### src/rtl/uart_loopback_core.sv
// rtl/uart_loopback_core.sv - 8N1 UART receiver and transmitter with one-byte holding buffer and rx->tx loopback
module uart_loopback_core #(
    parameter int scaler = 8
) (
    input  logic       i_clk,
    input  logic       i_nrst,
    input  logic       i_rx,
    output logic       o_tx,
    input  logic       i_loopback_ena,
    output logic       o_rx_rdy,
    output logic [7:0] o_rx_data,
    output logic       o_tx_full
);
    localparam int BP = 2 * scaler;
    localparam int CW = $clog2(BP);
    localparam logic [CW-1:0] BP_LAST   = CW'(BP - 1);
    localparam logic [CW-1:0] HALF_LAST = CW'(scaler - 1);

    typedef enum logic [1:0] {ST_IDLE, ST_START, ST_DATA, ST_STOP} state_t;

    // receiver state
    logic          rx_meta_q, rx_sync_q;
    state_t        rx_state_q, rx_state_d;
    logic [CW-1:0] rx_cnt_q, rx_cnt_d;
    logic [2:0]    rx_bit_q, rx_bit_d;
    logic [7:0]    rx_shift_q, rx_shift_d;
    logic          rx_ferr_q, rx_ferr_d;
    logic [7:0]    rx_data_q, rx_data_d;
    logic          rx_rdy_q, rx_rdy_d;
    logic          rx_done;

    // transmitter state
    state_t        tx_state_q, tx_state_d;
    logic [CW-1:0] tx_cnt_q, tx_cnt_d;
    logic [2:0]    tx_bit_q, tx_bit_d;
    logic [7:0]    tx_shift_q, tx_shift_d;
    logic [7:0]    tx_buf_q, tx_buf_d;
    logic          tx_full_q, tx_full_d;
    logic          tx_q, tx_d;
    logic          tx_load;
    logic          tx_accept;

    always_comb begin
        rx_state_d = rx_state_q;
        rx_cnt_d   = rx_cnt_q + 1'b1;
        rx_bit_d   = rx_bit_q;
        rx_shift_d = rx_shift_q;
        rx_ferr_d  = rx_ferr_q;
        rx_done    = 1'b0;
        case (rx_state_q)
            ST_IDLE: begin
                rx_cnt_d = '0;
                if (!rx_sync_q) begin
                    rx_state_d = ST_START;
                    rx_bit_d   = '0;
                end
            end
            ST_START: begin
                if (rx_cnt_q == HALF_LAST) begin
                    rx_cnt_d   = '0;
                    rx_state_d = rx_sync_q ? ST_IDLE : ST_DATA;
                end
            end
            ST_DATA: begin
                if (rx_cnt_q == BP_LAST) begin
                    rx_cnt_d   = '0;
                    rx_shift_d = {rx_sync_q, rx_shift_q[7:1]};
                    rx_bit_d   = rx_bit_q + 3'd1;
                    if (rx_bit_q == 3'd7) begin
                        rx_state_d = ST_STOP;
                    end
                end
            end
            ST_STOP: begin
                // after a framing error, hold here until the line is idle again
                if (rx_ferr_q) begin
                    rx_cnt_d = '0;
                    if (rx_sync_q) begin
                        rx_ferr_d  = 1'b0;
                        rx_state_d = ST_IDLE;
                    end
                end else if (rx_cnt_q == BP_LAST) begin
                    rx_cnt_d = '0;
                    if (rx_sync_q) begin
                        rx_done    = 1'b1;
                        rx_state_d = ST_IDLE;
                    end else begin
                        rx_ferr_d = 1'b1;
                    end
                end
            end
        endcase
    end

    // rdy is sticky while the holding buffer is full; a new byte overwrites the old one
    always_comb begin
        rx_data_d = rx_data_q;
        rx_rdy_d  = rx_rdy_q & tx_full_q;
        if (rx_done) begin
            rx_data_d = rx_shift_q;
            rx_rdy_d  = 1'b1;
        end
    end

    assign tx_accept = rx_rdy_q & i_loopback_ena & ~tx_full_q;

    always_comb begin
        tx_state_d = tx_state_q;
        tx_cnt_d   = tx_cnt_q + 1'b1;
        tx_bit_d   = tx_bit_q;
        tx_shift_d = tx_shift_q;
        tx_d       = tx_q;
        tx_load    = 1'b0;
        case (tx_state_q)
            ST_IDLE: begin
                tx_cnt_d = '0;
                tx_load  = tx_full_q;
            end
            ST_START: begin
                if (tx_cnt_q == BP_LAST) begin
                    tx_cnt_d   = '0;
                    tx_bit_d   = '0;
                    tx_d       = tx_shift_q[0];
                    tx_state_d = ST_DATA;
                end
            end
            ST_DATA: begin
                if (tx_cnt_q == BP_LAST) begin
                    tx_cnt_d = '0;
                    tx_bit_d = tx_bit_q + 3'd1;
                    if (tx_bit_q == 3'd7) begin
                        tx_d       = 1'b1;
                        tx_state_d = ST_STOP;
                    end else begin
                        tx_shift_d = {1'b0, tx_shift_q[7:1]};
                        tx_d       = tx_shift_q[1];
                    end
                end
            end
            ST_STOP: begin
                if (tx_cnt_q == BP_LAST) begin
                    tx_cnt_d   = '0;
                    tx_state_d = ST_IDLE;
                    tx_load    = tx_full_q;
                end
            end
        endcase
        // a waiting byte starts its start bit straight out of idle or the previous stop bit
        if (tx_load) begin
            tx_state_d = ST_START;
            tx_cnt_d   = '0;
            tx_shift_d = tx_buf_q;
            tx_d       = 1'b0;
        end
    end

    always_comb begin
        tx_buf_d  = tx_buf_q;
        tx_full_d = tx_full_q;
        if (tx_load) begin
            tx_full_d = 1'b0;
        end else if (tx_accept) begin
            tx_buf_d  = rx_data_q;
            tx_full_d = 1'b1;
        end
    end

    always_ff @(posedge i_clk or negedge i_nrst) begin
        if (!i_nrst) begin
            rx_meta_q  <= 1'b1;
            rx_sync_q  <= 1'b1;
            rx_state_q <= ST_IDLE;
            rx_cnt_q   <= '0;
            rx_bit_q   <= '0;
            rx_shift_q <= '0;
            rx_ferr_q  <= 1'b0;
            rx_data_q  <= '0;
            rx_rdy_q   <= 1'b0;
            tx_state_q <= ST_IDLE;
            tx_cnt_q   <= '0;
            tx_bit_q   <= '0;
            tx_shift_q <= '0;
            tx_buf_q   <= '0;
            tx_full_q  <= 1'b0;
            tx_q       <= 1'b1;
        end else begin
            rx_meta_q  <= i_rx;
            rx_sync_q  <= rx_meta_q;
            rx_state_q <= rx_state_d;
            rx_cnt_q   <= rx_cnt_d;
            rx_bit_q   <= rx_bit_d;
            rx_shift_q <= rx_shift_d;
            rx_ferr_q  <= rx_ferr_d;
            rx_data_q  <= rx_data_d;
            rx_rdy_q   <= rx_rdy_d;
            tx_state_q <= tx_state_d;
            tx_cnt_q   <= tx_cnt_d;
            tx_bit_q   <= tx_bit_d;
            tx_shift_q <= tx_shift_d;
            tx_buf_q   <= tx_buf_d;
            tx_full_q  <= tx_full_d;
            tx_q       <= tx_d;
        end
    end

    assign o_tx      = tx_q;
    assign o_rx_rdy  = rx_rdy_q;
    assign o_rx_data = rx_data_q;
    assign o_tx_full = tx_full_q;

endmodule

### config.mk
export PLATFORM = sky130hd
export DESIGN_NAME = uart_loopback_core
export DESIGN_NICKNAME = d
export VERILOG_FILES = /design/src/rtl/uart_loopback_core.sv
export SDC_FILE = /design/constraint.sdc
export NUM_CORES = 1
export LEC_CHECK = 0
export BUFFER_PORTS_ARGS = -buffer_cell sky130_fd_sc_hd__clkbuf_2
export CORE_AREA = 2 2 53 92
export CTS_CLUSTER_SIZE = 30
export DETAILED_ROUTE_END_ITERATION = 6
export DIE_AREA = 0 0 55 94
export PLACE_DENSITY = 0.75
export SYNTH_ARGS = -nofsm -noshare
export SYNTH_HDL_FRONTEND = slang
export SYNTH_SLANG_ARGS = --single-unit
### constraint.sdc
create_clock -name i_clk -period 2.3 [get_ports i_clk]
set_input_delay 0.23 -clock i_clk [delete_from_list [all_inputs] [get_ports i_clk]]
set_output_delay 0.23 -clock i_clk [all_outputs]
set_load 0.02 [all_outputs]
Word-level counts from Yosys, hierarchy flattened
Cells that the tools add are included.
{"block": "word_totals", "register_bits": 56, "inputBits": 4, "output_inout_bits": 11, "elab_cells": 115}
{"block": "classes", "n_addsub": 4, "eq_ne": 23, "muxes": 49, "bitwise": 5, "reduce_logical": 18}
{"operator": "$mux W8", "n": 4}
{"operator": "$mux W2", "n": 13}
{"operator": "$mux W4", "n": 5}
{"operator": "$pmux W4 S4", "n": 1}
{"operator": "$mux W1", "n": 15}
{"operator": "$ne A3 B3 Y1 const B", "n": 5}
{"operator": "$ne A2 B2 Y1 const B", "n": 7}
{"operator": "$mux W3", "n": 4}
{"operator": "$pmux W3 S2", "n": 2}
{"operator": "$reduce_and A3 Y1", "n": 4}
{"operator": "$reduce_and A5 Y1", "n": 2}
{"operator": "$reduce_bool A2 Y1", "n": 5}
{"operator": "$add A4 B1 Y4 const B", "n": 2}
{"operator": "$eq A2 B2 Y1 const B", "n": 4}
{"operator": "$eq A4 B4 Y1 const B", "n": 2}
{"operator": "$pmux W2 S4", "n": 1}
{"operator": "$pmux W4 S2", "n": 1}
{"operator": "$add A3 B1 Y3 const B", "n": 2}
{"operator": "$eq A3 B3 Y1 const B", "n": 2}
{"operator": "$pmux W2 S3", "n": 1}
{"operator": "$eq A2 B1 Y1 const B", "n": 2}
{"operator": "$eq A4 B3 Y1 const B", "n": 1}
{"operator": "$logic_not A2 Y1", "n": 2}
{"operator": "$pmux W1 S2", "n": 2}
{"operator": "6 further kinds", "n": 10}

Longest topological paths before layout
{"block": "logic_depth", "ltp_word": 5, "depth_mapped": 7}

Least setup slack after synthesis
OpenSTA, ideal clock, no wires.
{"block": "synth_path", "path_type": "register to register", "start": "register tx_state_q[1]", "end": "register tx_state_q[0]", "setup_ns": 0.124, "t_arrival_ns": 1.529, "slack_ns": 0.647, "path_stages_with_launch": 7, "synth_period_minus_slack_ns": 1.653, "cell_sequence": "dfrtp_1 inv_1 ha_1 or2_2 a221oi_2 nor2_1 a211o_1"}
{"block": "synth_via", "elab_chain_len": 4, "elab_cells_between_ends": 13}
{"item": "from (decl)", "line": "33", "text": "state_t tx_state_q, tx_state_d;"}
{"item": "from (signal assigned)", "line": "196", "text": "tx_state_q <= tx_state_d;"}
{"item": "$eq A2 B2 Y1 / $logic_not A2 Y1 (equally long branches)", "line": "114", "text": "case (tx_state_q)"}
{"item": "$pmux W1 S2", "line": "114"}
{"item": "$ne A3 B3 Y1 (no line) / $reduce_bool A4 Y1 (equally long branches)"}
{"item": "$reduce_and A5 Y1 (no line)"}
Several ways; a longest one is shown, not always the timed one.
A chain may end at the register's enable or synchronous reset.

Worst setup path after layout
Ends and elaborated chain as after synthesis.

==> impl_metrics.env <==
export IMPL_status="complete, no violations"
export IMPL_synthesis_nets=219
export IMPL_cts_htree_levels=2
export IMPL_postCtsSetupBuffers=0
export IMPL_fp_row_count=32
export IMPL_crit_cells=6
export IMPL_synth_edff_count=0
export IMPL_rsz0062_at_grt="no"
export IMPL_ys_ff_latch=56
export IMPL_io_pins=15
export IMPL_antenna_cells=0
export IMPL_dp_slack_ns=0.5224
export IMPL_cts_buffers=5
export IMPL_final_cells=273
export IMPL_fill_cells=344
export IMPL_start_util_pct=56.99
export IMPL_grt_max_degree=57
export IMPL_total_power_mw=2.475
export IMPL_post_drt_via_cell_ratio=5.652
export IMPL_path_cells="inv_1, ha_1, or2_2, a221oi_2, nor2_1, a211o_1"
export IMPL_crit_family="compound AO/OA/AOI/OAI gates"
export IMPL_max_freq_ghz=0.5586
export IMPL_cts_root_buf="clkbuf_8"
export IMPL_critPathMaxFanout=5
export IMPL_gp_congestion=0.6961
export IMPL_place_inst=264
export IMPL_vdd_ir_drop_max_v=0.0007039
export IMPL_firstDrtPassIters=4
export IMPL_antenna_found_initial=0
export IMPL_hold_viol=0
export IMPL_grt_pass1_vias=1613
export IMPL_power_density_nw_per_um2=906.9
export IMPL_routed_wl_um=3906
export IMPL_slew_headroom_pct=55.10
export IMPL_io_buffers=14
export IMPL_setup_worst_path_class="flop to flop"
export IMPL_drive_above_1_share_pct=27.03
export IMPL_clockBufferDepth=2
export IMPL_cap_viol_max_count=0
export IMPL_layout_nets=237
export IMPL_fin_util_pct=61.96
export IMPL_post_route_drc_count=0
export IMPL_syn_area_per_cell_um2=12.36
export IMPL_synth_common_cells="53 x dfrtp_1, 24 x mux2_2, 16 x nor2_1, 14 x nand2_1, 12 x ha_1"
export IMPL_grt_use_total_pct=17.98
export IMPL_die_w_um=55
export IMPL_dieArea_um2=5170
export IMPL_worst_setup_path_end_kind="flop"
export IMPL_hp_class="primary input to async pin"
export IMPL_synth_distinct_cells=42
export IMPL_ys_async_sr_fraction_pct=100.0
export IMPL_arrival_ns=1.99
export IMPL_reg2reg_depth=6
export IMPL_start_kind="flop"
export IMPL_seq_area_frac_synth_pct=55.98
export IMPL_clk_pin_slew_ns=0.10
export IMPL_crit_required_ns=2.50
export IMPL_synth_largest_area_cell="dfrtp_1"
export IMPL_clkSinkCount=56
export IMPL_syn_cell_area_um2=2510
export IMPL_met2_usage_pct=31.75
export IMPL_leakage_nw=1.322
export IMPL_slowest_delay_ns=0.42
export IMPL_final_max_slew_viol_count=0
export IMPL_slowest_stage="dfrtp_1"
export IMPL_holdWs_ns=0.03923
export IMPL_ys_warn_count=0
export IMPL_tns_ns=0
export IMPL_placed_area_um2=2628
export IMPL_drtIter0Drc=33
export IMPL_busiest_layer="met2"
export IMPL_grt_overflow_total=0
export IMPL_post_route_period_util_pct=77.83
export IMPL_cts_repair_resized=0
export IMPL_netlist_instances=203
export IMPL_setup_viol=0
export IMPL_grt_pass1_wl_um=6879
export IMPL_worstMarginPinSlew_ns=0.6735
export IMPL_fin_area_um2=2729
export IMPL_grt_use_met3_pct=3.344
export IMPL_fin_crit_ns=1.790
export IMPL_synth_most_common_cell="dfrtp_1"
export IMPL_fin_skew_ns=0.004817
export IMPL_seqCellArea_um2=1405
export IMPL_clk_latency_ns=0.30
export IMPL_worst_slack_ns=0.5100
export IMPL_synth_ff_type="dfrtp_1"
export IMPL_core_um2=4404
export IMPL_grt_util_met1_pct=20.09
export IMPL_syn_to_final_growth_pct=8.724
export IMPL_multiInputGateArea_um2=1044
export IMPL_netlist_area_leader_share_pct=52.84
export IMPL_wl_per_cell_um=14.31
export IMPL_die_height_um=94
export IMPL_num_vias=1543
export IMPL_synthTopCellsByArea="dfrtp_1 53%, mux2_2 11%, ha_1 6.0%"
export IMPL_crit_buf_inv=1
export IMPL_antenna_left=0
export IMPL_cts_tree="yes"
export IMPL_dp_hpwl_um=2851
[flip-flops by register name, summed over array words and instances, names as in the netlist, 2 cells and up, named ones only]
register	cells
o_rx_data	8
rx_shift_q	8
tx_buf_q	8
tx_shift_q	8
rx_cnt_q	4
tx_cnt_q	4
rx_bit_q	3
tx_bit_q	3
tx_state_q	2
[layout make-up]
| type | count | area share (%) |
|---|---|---|
| multi-input combinational | 134 | 38.24 |
| tap | 51 | 2.338 |
| clock inverter | 3 | 0.8253 |
| inverter | 6 | 0.8253 |
| clock buffer | 5 | 2.522 |
| sequential | 56 | 51.49 |
| timing repair buffer | 18 | 3.760 |
[worst paths after layout]
| check | start | to | slack (ns) |
|---|---|---|---|
| max in group asynchronous | i_nrst | tx_buf_q[4] | 1.82 |
| hold reg to reg | rx_meta_q | rx_sync_q | 0.36 |
| min in group i_clk | i_loopback_ena | o_tx_full | 0.20 |
| hold / removal | i_nrst | tx_cnt_q[2] | 0.04 |
| setup reg to reg | tx_state_q[1] | tx_state_q[0] | 0.51 |
| setup / recovery | tx_state_q[1] | tx_state_q[0] | 0.51 |
[routing by layer]
layer | up-vias | part of all wire (%)
met3 | 6 | 2.4
met2 | 17 | 56
met4 | 0 | 2.0
li1 | 760 | -
met1 | 760 | 40
met5 | - | 0
[logic make-up after synthesis]
kind of cell	count (synthesis)	share of synthesized area (%)
xor gates and xnor gates	4	1.396
buffers and inverters	13	2.442
AOI/OAI and AO/OA	36	9.571
adders and majority gates	12	5.982
muxes	32	14.01
and+or+nand+nor	50	10.62
DFF	56	55.98
[cells in the final DEF (no fill, tap or decap), drive strengths merged, types with 3 or more instances in the layout]
cell type and n:
dfrtp 53, mux2 25, clkbuf 19, nor2 17, nand2 14, o21ai 13, ha 12, mux2i 7
inv 7, a31oi 5, a21oi 4, nand3 4, nand3b 3, dfstp 3, buf 3
[report_power, final]
group	switching, mW	internal, mW	leakage (nW)
Combinational	0.346	0.286	0.533
Sequential	0.184	1.13	0.740
Clock	0.310	0.219	0.0485
Total	0.840	1.64	1.32
[worst register-to-register path, cell delays in order, from the launching register on]
cell and delay [ns]:
dfrtp_1 0.42, inv_1 0.11, ha_1 0.21, or2_2 0.28, a221oi_2 0.33, nor2_1 0.07, a211o_1 0.26
[timing repair]
item,in CTS,in global routing
hold buffers,1,0
endpoints found under the hold margin,1,0
setup endpoints to repair,0,0
Power figures use the tool's default switching activity.
